**src/rtl/sys_defs.sv**
```systemverilog
// Shared issue-stage types and sizing macros; `RS_SZ and `N may be overridden on the command line.
// Optional statistics counters in rs_issue_select are enabled with ISSUE_STATS_EN.
`ifndef RS_SZ
`define RS_SZ 16
`endif
`ifndef N
`define N 3
`endif

package sys_defs;

  localparam int RS_SZ_DEF = `RS_SZ;
  localparam int N_DEF     = `N;

  typedef logic [$clog2(`RS_SZ)-1:0] RS_IDX;

  typedef struct packed {
    logic [31:0] opa;
    logic [31:0] opb;
    logic [4:0]  dest_preg;
    logic [5:0]  rob_idx;
    logic [3:0]  fu_op;
  } RS_EXIT_PACKET;

endpackage

```
**src/rtl/rr_select_n.sv**
```systemverilog
// Rotating-priority picker: grants up to max_grants requests, scanning upward from ptr with wrap.
module rr_select_n
  import sys_defs::*;
#(
  parameter int RS_SZ = `RS_SZ,
  parameter int N     = `N,
  localparam int IDX_W = $clog2(RS_SZ),
  localparam int CW    = $clog2(N + 1)
) (
  input  logic [RS_SZ-1:0]        req,
  input  logic [IDX_W-1:0]        ptr,
  input  logic [CW-1:0]           max_grants,
  output logic [RS_SZ-1:0]        grant_mask,
  output logic [N-1:0][IDX_W-1:0] grant_idx,
  output logic [N-1:0]            grant_vld,
  output logic [IDX_W-1:0]        last_idx
);

  logic [IDX_W:0]   pos;
  logic [IDX_W-1:0] idx;
  logic [CW-1:0]    cnt;

  // Wrap by explicit compare so RS_SZ need not be a power of two.
  always_comb begin
    grant_mask = '0;
    grant_idx  = '0;
    grant_vld  = '0;
    last_idx   = ptr;
    cnt        = '0;
    pos        = '0;
    idx        = '0;
    for (int off = 0; off < RS_SZ; off++) begin
      pos = {1'b0, ptr} + (IDX_W+1)'(off);
      if (pos >= (IDX_W+1)'(RS_SZ)) pos = pos - (IDX_W+1)'(RS_SZ);
      idx = pos[IDX_W-1:0];
      if (req[idx] && (cnt < max_grants)) begin
        grant_mask[idx] = 1'b1;
        for (int k = 0; k < N; k++) begin
          if (cnt == CW'(k)) begin
            grant_idx[k] = idx;
            grant_vld[k] = 1'b1;
          end
        end
        last_idx = idx;
        cnt      = cnt + CW'(1);
      end
    end
  end

endmodule

```
**src/rtl/rs_issue_select.sv**
```systemverilog
// Issue stage behind the reservation station: picks ready entries into N lane registers.
// Define ISSUE_STATS_EN to add the stat_issued / stat_stall_cycles counters.
module rs_issue_select
  import sys_defs::*;
#(
  parameter int RS_SZ = `RS_SZ,
  parameter int N     = `N
) (
  input  logic                       clock,
  input  logic                       reset,
  input  RS_EXIT_PACKET [RS_SZ-1:0]  rs_outputs,
  input  logic [RS_SZ-1:0]           outputs_valid,
  input  logic [N-1:0]               fu_ready,
  input  logic                       flush,
  output RS_EXIT_PACKET [N-1:0]      issue_packets,
  output logic [N-1:0]               issue_valid,
  output logic [RS_SZ-1:0]           rs_clear
`ifdef ISSUE_STATS_EN
  ,
  output logic [31:0]                stat_issued,
  output logic [31:0]                stat_stall_cycles
`endif
);

  localparam int IDX_W = $clog2(RS_SZ);
  localparam int CW    = $clog2(N + 1);

  RS_EXIT_PACKET [N-1:0]   pkt_q, pkt_d;
  logic [N-1:0]            vld_q, vld_d;
  logic [IDX_W-1:0]        rr_ptr_q, rr_ptr_d;
  logic [N-1:0]            lane_free;
  logic [CW-1:0]           free_cnt, max_grants, slot;
  logic [RS_SZ-1:0]        grant_mask;
  logic [N-1:0][IDX_W-1:0] grant_idx;
  logic [N-1:0]            grant_vld;
  logic [IDX_W-1:0]        last_idx;

  always_comb begin
    lane_free = ~vld_q | fu_ready;
    free_cnt  = '0;
    for (int k = 0; k < N; k++) free_cnt = free_cnt + CW'(lane_free[k]);
    max_grants = flush ? '0 : free_cnt;
  end

  rr_select_n #(.RS_SZ(RS_SZ), .N(N)) u_select (
    .req        (outputs_valid),
    .ptr        (rr_ptr_q),
    .max_grants (max_grants),
    .grant_mask (grant_mask),
    .grant_idx  (grant_idx),
    .grant_vld  (grant_vld),
    .last_idx   (last_idx)
  );

  assign rs_clear = reset ? grant_mask : '0;

  // The j-th grant lands in the j-th free lane counting upward from lane 0.
  always_comb begin
    pkt_d = pkt_q;
    vld_d = vld_q;
    slot  = '0;
    for (int k = 0; k < N; k++) begin
      if (lane_free[k]) begin
        vld_d[k] = 1'b0;
        for (int j = 0; j < N; j++) begin
          if ((slot == CW'(j)) && grant_vld[j]) begin
            vld_d[k] = 1'b1;
            pkt_d[k] = rs_outputs[grant_idx[j]];
          end
        end
        slot = slot + CW'(1);
      end
    end
    if (flush) vld_d = '0;
  end

  always_comb begin
    rr_ptr_d = rr_ptr_q;
    if (flush) rr_ptr_d = '0;
    else if (|grant_vld)
      rr_ptr_d = (last_idx == IDX_W'(RS_SZ - 1)) ? '0 : last_idx + IDX_W'(1);
  end

  always_ff @(posedge clock or negedge reset) begin
    if (!reset) begin
      pkt_q    <= '0;
      vld_q    <= '0;
      rr_ptr_q <= '0;
    end else begin
      pkt_q    <= pkt_d;
      vld_q    <= vld_d;
      rr_ptr_q <= rr_ptr_d;
    end
  end

  assign issue_packets = pkt_q;
  assign issue_valid   = vld_q;

`ifdef ISSUE_STATS_EN
  logic [31:0]   issued_q, issued_d, stall_q, stall_d;
  logic [CW-1:0] fire_cnt;
  logic [32:0]   issued_sum;

  // Both counters saturate rather than wrap.
  always_comb begin
    fire_cnt = '0;
    for (int k = 0; k < N; k++) fire_cnt = fire_cnt + CW'(vld_q[k] & fu_ready[k]);
    issued_sum = {1'b0, issued_q} + 33'(fire_cnt);
    issued_d   = issued_sum[32] ? '1 : issued_sum[31:0];
    stall_d    = stall_q;
    if ((|(vld_q & ~fu_ready)) && (stall_q != '1)) stall_d = stall_q + 32'd1;
  end

  always_ff @(posedge clock or negedge reset) begin
    if (!reset) begin
      issued_q <= '0;
      stall_q  <= '0;
    end else begin
      issued_q <= issued_d;
      stall_q  <= stall_d;
    end
  end

  assign stat_issued       = issued_q;
  assign stat_stall_cycles = stall_q;
`endif

endmodule

```
**config.mk**
```make
export PLATFORM = sky130hd
export DESIGN_NAME = rs_issue_select
export DESIGN_NICKNAME = d
export VERILOG_FILES = /design/src/rtl/sys_defs.sv /design/src/rtl/rr_select_n.sv /design/src/rtl/rs_issue_select.sv
export SDC_FILE = /design/constraint.sdc
export NUM_CORES = 2
export LEC_CHECK = 0
export ABC_AREA = 1
export BUFFER_PORTS_ARGS = -buffer_cell sky130_fd_sc_hd__buf_4
export CAP_MARGIN = 10
export CORE_AREA = 3 3 601 603
export CTS_CLUSTER_DIAMETER = 30
export DETAILED_ROUTE_END_ITERATION = 6
export DIE_AREA = 0 0 604 606
export SETUP_SLACK_MARGIN = 0.4
export SKIP_CTS_REPAIR_TIMING = 1
export SYNTH_ARGS = -nofsm -noshare
export SYNTH_HDL_FRONTEND = slang
export SYNTH_SLANG_ARGS = --single-unit
```
**constraint.sdc**
```tcl
create_clock -name clock -period 15.9 [get_ports clock]
set_clock_uncertainty 0.1 [all_clocks]
set_input_delay 0 -clock clock [delete_from_list [all_inputs] [get_ports clock]]
set_output_delay 0 -clock clock [all_outputs]
set_load 0.02 [all_outputs]
```
==> impl_metrics.toml <==
[setup_path]
reg2reg_depth = 97
crit_path_max_fanout = 21
slowest_stage = "dfrtp_2"
crit_top_cell = "nand2_1"
max_stage_delay_ns = 0.41
end_kind = "register"
regToRegSetupSlack_ns = 1.38
r2r_end = "issue_packets[86]"
worstReg2RegStart = "rr_ptr_q[0]"
critPathArrivalTime_ns = 15.15
start_kind = "register"
path_class = "register to register"
cp.required_ns = 16.53

[drt]
viasPerCell = 5.48
drc_errors = 22
antenna_left = 0
dr.pass1.iters = 7
drt_iter0_markers = 18300
finalWirelength_um = 611000
vias = 110000
routedWlPerCell_um = 30.5

[floorplanning]
fp-row-count = 219
ioPinCount = 1542
die_height_um = 606
die_w_um = 604
die-area_um2 = 366000
floorplan.initialDensity_pct = 17.5
coreArea_um2 = 356000

[clocking]
cts.sinks = 244
clk_latency_ns = 0.82
clk_pin_slew_worst_paths_ns = 0.05
cts_tree = "done"
clockBufferDepth = 4
cts_root_buf = "clkbuf_16"
htreeDepth = 3
cts_buffers = 121

[final_layout]
syn_to_final_growth_pct = 67.7
final_cell_mix = "5553 x nand3_1, 2758 x nand2_1, 2435 x buf_4, 1405 x inv_1, 1053 x dlygate4sd3_1"
layout_commonest_cell = "nand3_1"
utilization_pct = 29.4
fillers = 39400
drive_above_1_share_pct = 21.3
layout.cells.non_filler = 20000
fin_nets = 16400

[placed_design]
portBuffers = 1541
place_inst = 18600
hpwlAfterDp_um = 472000
gp_congestion = 1.06

[yosys]
synth.yosys.warnings = 0
yosysSeqAreaShare_pct = 9.80
synthArstFlopShare_pct = 100
yosys_most_used_dff = "dfrtp_1"
synth_fp_nets = 13600
synth.distinct_cells = 57
syn-instance-count = 12200
avgSynthCellArea_um2 = 5.09
ys_seq_elements = 244
synth_edf_count = 0
syn_area_um2 = 62300

[min_path]
hp-start = "rs_outputs[1236]"
holdPathEnd = "issue_packets[209]"
hold_path_depth = 9
hold_class = "input port to register"

[sta]
worst_slew_margin_rel_pct = 35.9
setup_violations = 0
hold_viol_final = 42
drv_slew = 0
post-route-period-util_pct = 91.3
timing.fmax_mhz = 68.9
min_period_ns = 14.52
tightest_slew_ns = 0.960
rsz0062_at_grt = "false"
whs_ns = -0.0912
tns_ns = 0

[outcome]
violations = "design-rule violations, negative hold slack"
run_status = "complete, but fails checks"

[global_routing]
grt_pass1_wl_um = 800000
track_usage_pct = 30.7
grt_pass1_vias = 96200
grt_start_max_net_pins = 58
overflow = 0
antenna_found_initial = 146

[run]
max_cap_violations = 0
==> worst max-delay path by stage <==
stage | start | end | slack (ns) | cells past startpoint
global placement | issue_valid[0] | issue_packets[236] | 0.24 | 94
detailed placement | issue_valid[0] | issue_packets[236] | 0.61 | 93
finish | rr_ptr_q[0] | issue_packets[86] | 1.38 | 97
CTS | issue_valid[0] | issue_packets[236] | 0.52 | 93
global route | rr_ptr_q[0] | issue_packets[122] | 0.39 | 96
floorplan | rr_ptr_q[0] | issue_packets[10] | 0.43 | 102
==> layout make-up <==
cell class / count / area [um^2] / share of cell area, %
well taps: 4751 / 5940 / 5.69
repair buffers: 3867 / 36500 / 34.9
inverters: 1451 / 5520 / 5.28
multi-input cells: 9402 / 45800 / 43.8
diodes: 91 / 228 / 0.218
clock inverters: 70 / 1270 / 1.22
flip-flops and latches: 244 / 6110 / 5.84
clock buffers: 147 / 3280 / 3.13
==> registers in the layout, indices dropped and copies added, names as in the netlist <==
name and count:
rr_ptr_q 4, issue_valid 3, issue_packets 237
==> critical path: cells and delay by family (launching register included) <==
kind                     cells  cell delay (ns)
AND/OR/NAND/NOR             49             5.06
adder cells (fa/ha/maj)     15             3.94
AO/OA/AOI/OAI               16             2.73
buffers and inverters       17             2.09
flip-flops                   1             0.41
==> cells in the mapped netlist, drive strengths merged, types with 3 or more instances <==
master,number,area share (%)
or2,3,0.030
clkinv,17,0.10
clkbuf,343,2.1
o2111ai,7,0.098
nand2,2804,17
ha,69,1.4
nor2,262,1.7
a41oi,8,0.11
nand4,7,0.094
a21oi,190,1.5
buf,796,6.7
o21ai,139,1.2
mux2,79,1.4
o21bai,3,0.042
o22ai,15,0.15
nor3,10,0.088
inv,1434,8.6
a221oi,44,0.62
o21a,3,0.036
dfrtp,244,9.8
a31oi,9,0.090
or4,4,0.048
o211ai,156,1.9
nand3,5569,45
==> logic make-up (layout without fill, tap and decap cells) <==
logic type / Yosys count / after routing / synth area share, %
and+or+nand+nor: 8661 / 8661 / 63.8
muxes: 81 / 81 / 1.46
xor gates and xnor gates: 3 / 3 / 0.0422
AOI/OAI and AO/OA: 587 / 587 / 5.95
adders and majority gates: 70 / 70 / 1.42
other: 0 / 91 / 0
buffers and inverters: 2590 / 5535 / 17.5
DFF: 244 / 244 / 9.80
==> metal layers <==
| metal | share of wire (%) | GRT usage [%] | wire (um) | vias to the layer above |
|---|---|---|---|---|
| li1 | - | - | - | 46800 |
| met1 | 36 | 37.1 | 223000 | 51200 |
| met2 | 42 | 44.9 | 256000 | 9314 |
| met3 | 12 | 9.13 | 73500 | 2416 |
| met4 | 9.6 | 24.8 | 58700 | 82 |
| met5 | 0.093 | 0 | 566 | - |
==> metrics by stage <==
| step | worst slack [ns] | cell area (um^2) | hold WS [ns] |
|---|---|---|---|
| after detailed placement | 0.611 | 88500 | -0.113 |
| after floorplan | 0.426 | 62400 | -0.396 |
| final | 1.38 | 105000 | -0.0912 |
| after global routing | 0.391 | 104000 | 0.000418 |
| after global placement | 0.238 | 88500 | -0.112 |
| after CTS | 0.518 | 93000 | -1.09 |
Power is left out: the tool's default activity adds up to more than one toggle a clock period on the data nets, which glitch-free logic cannot reach.
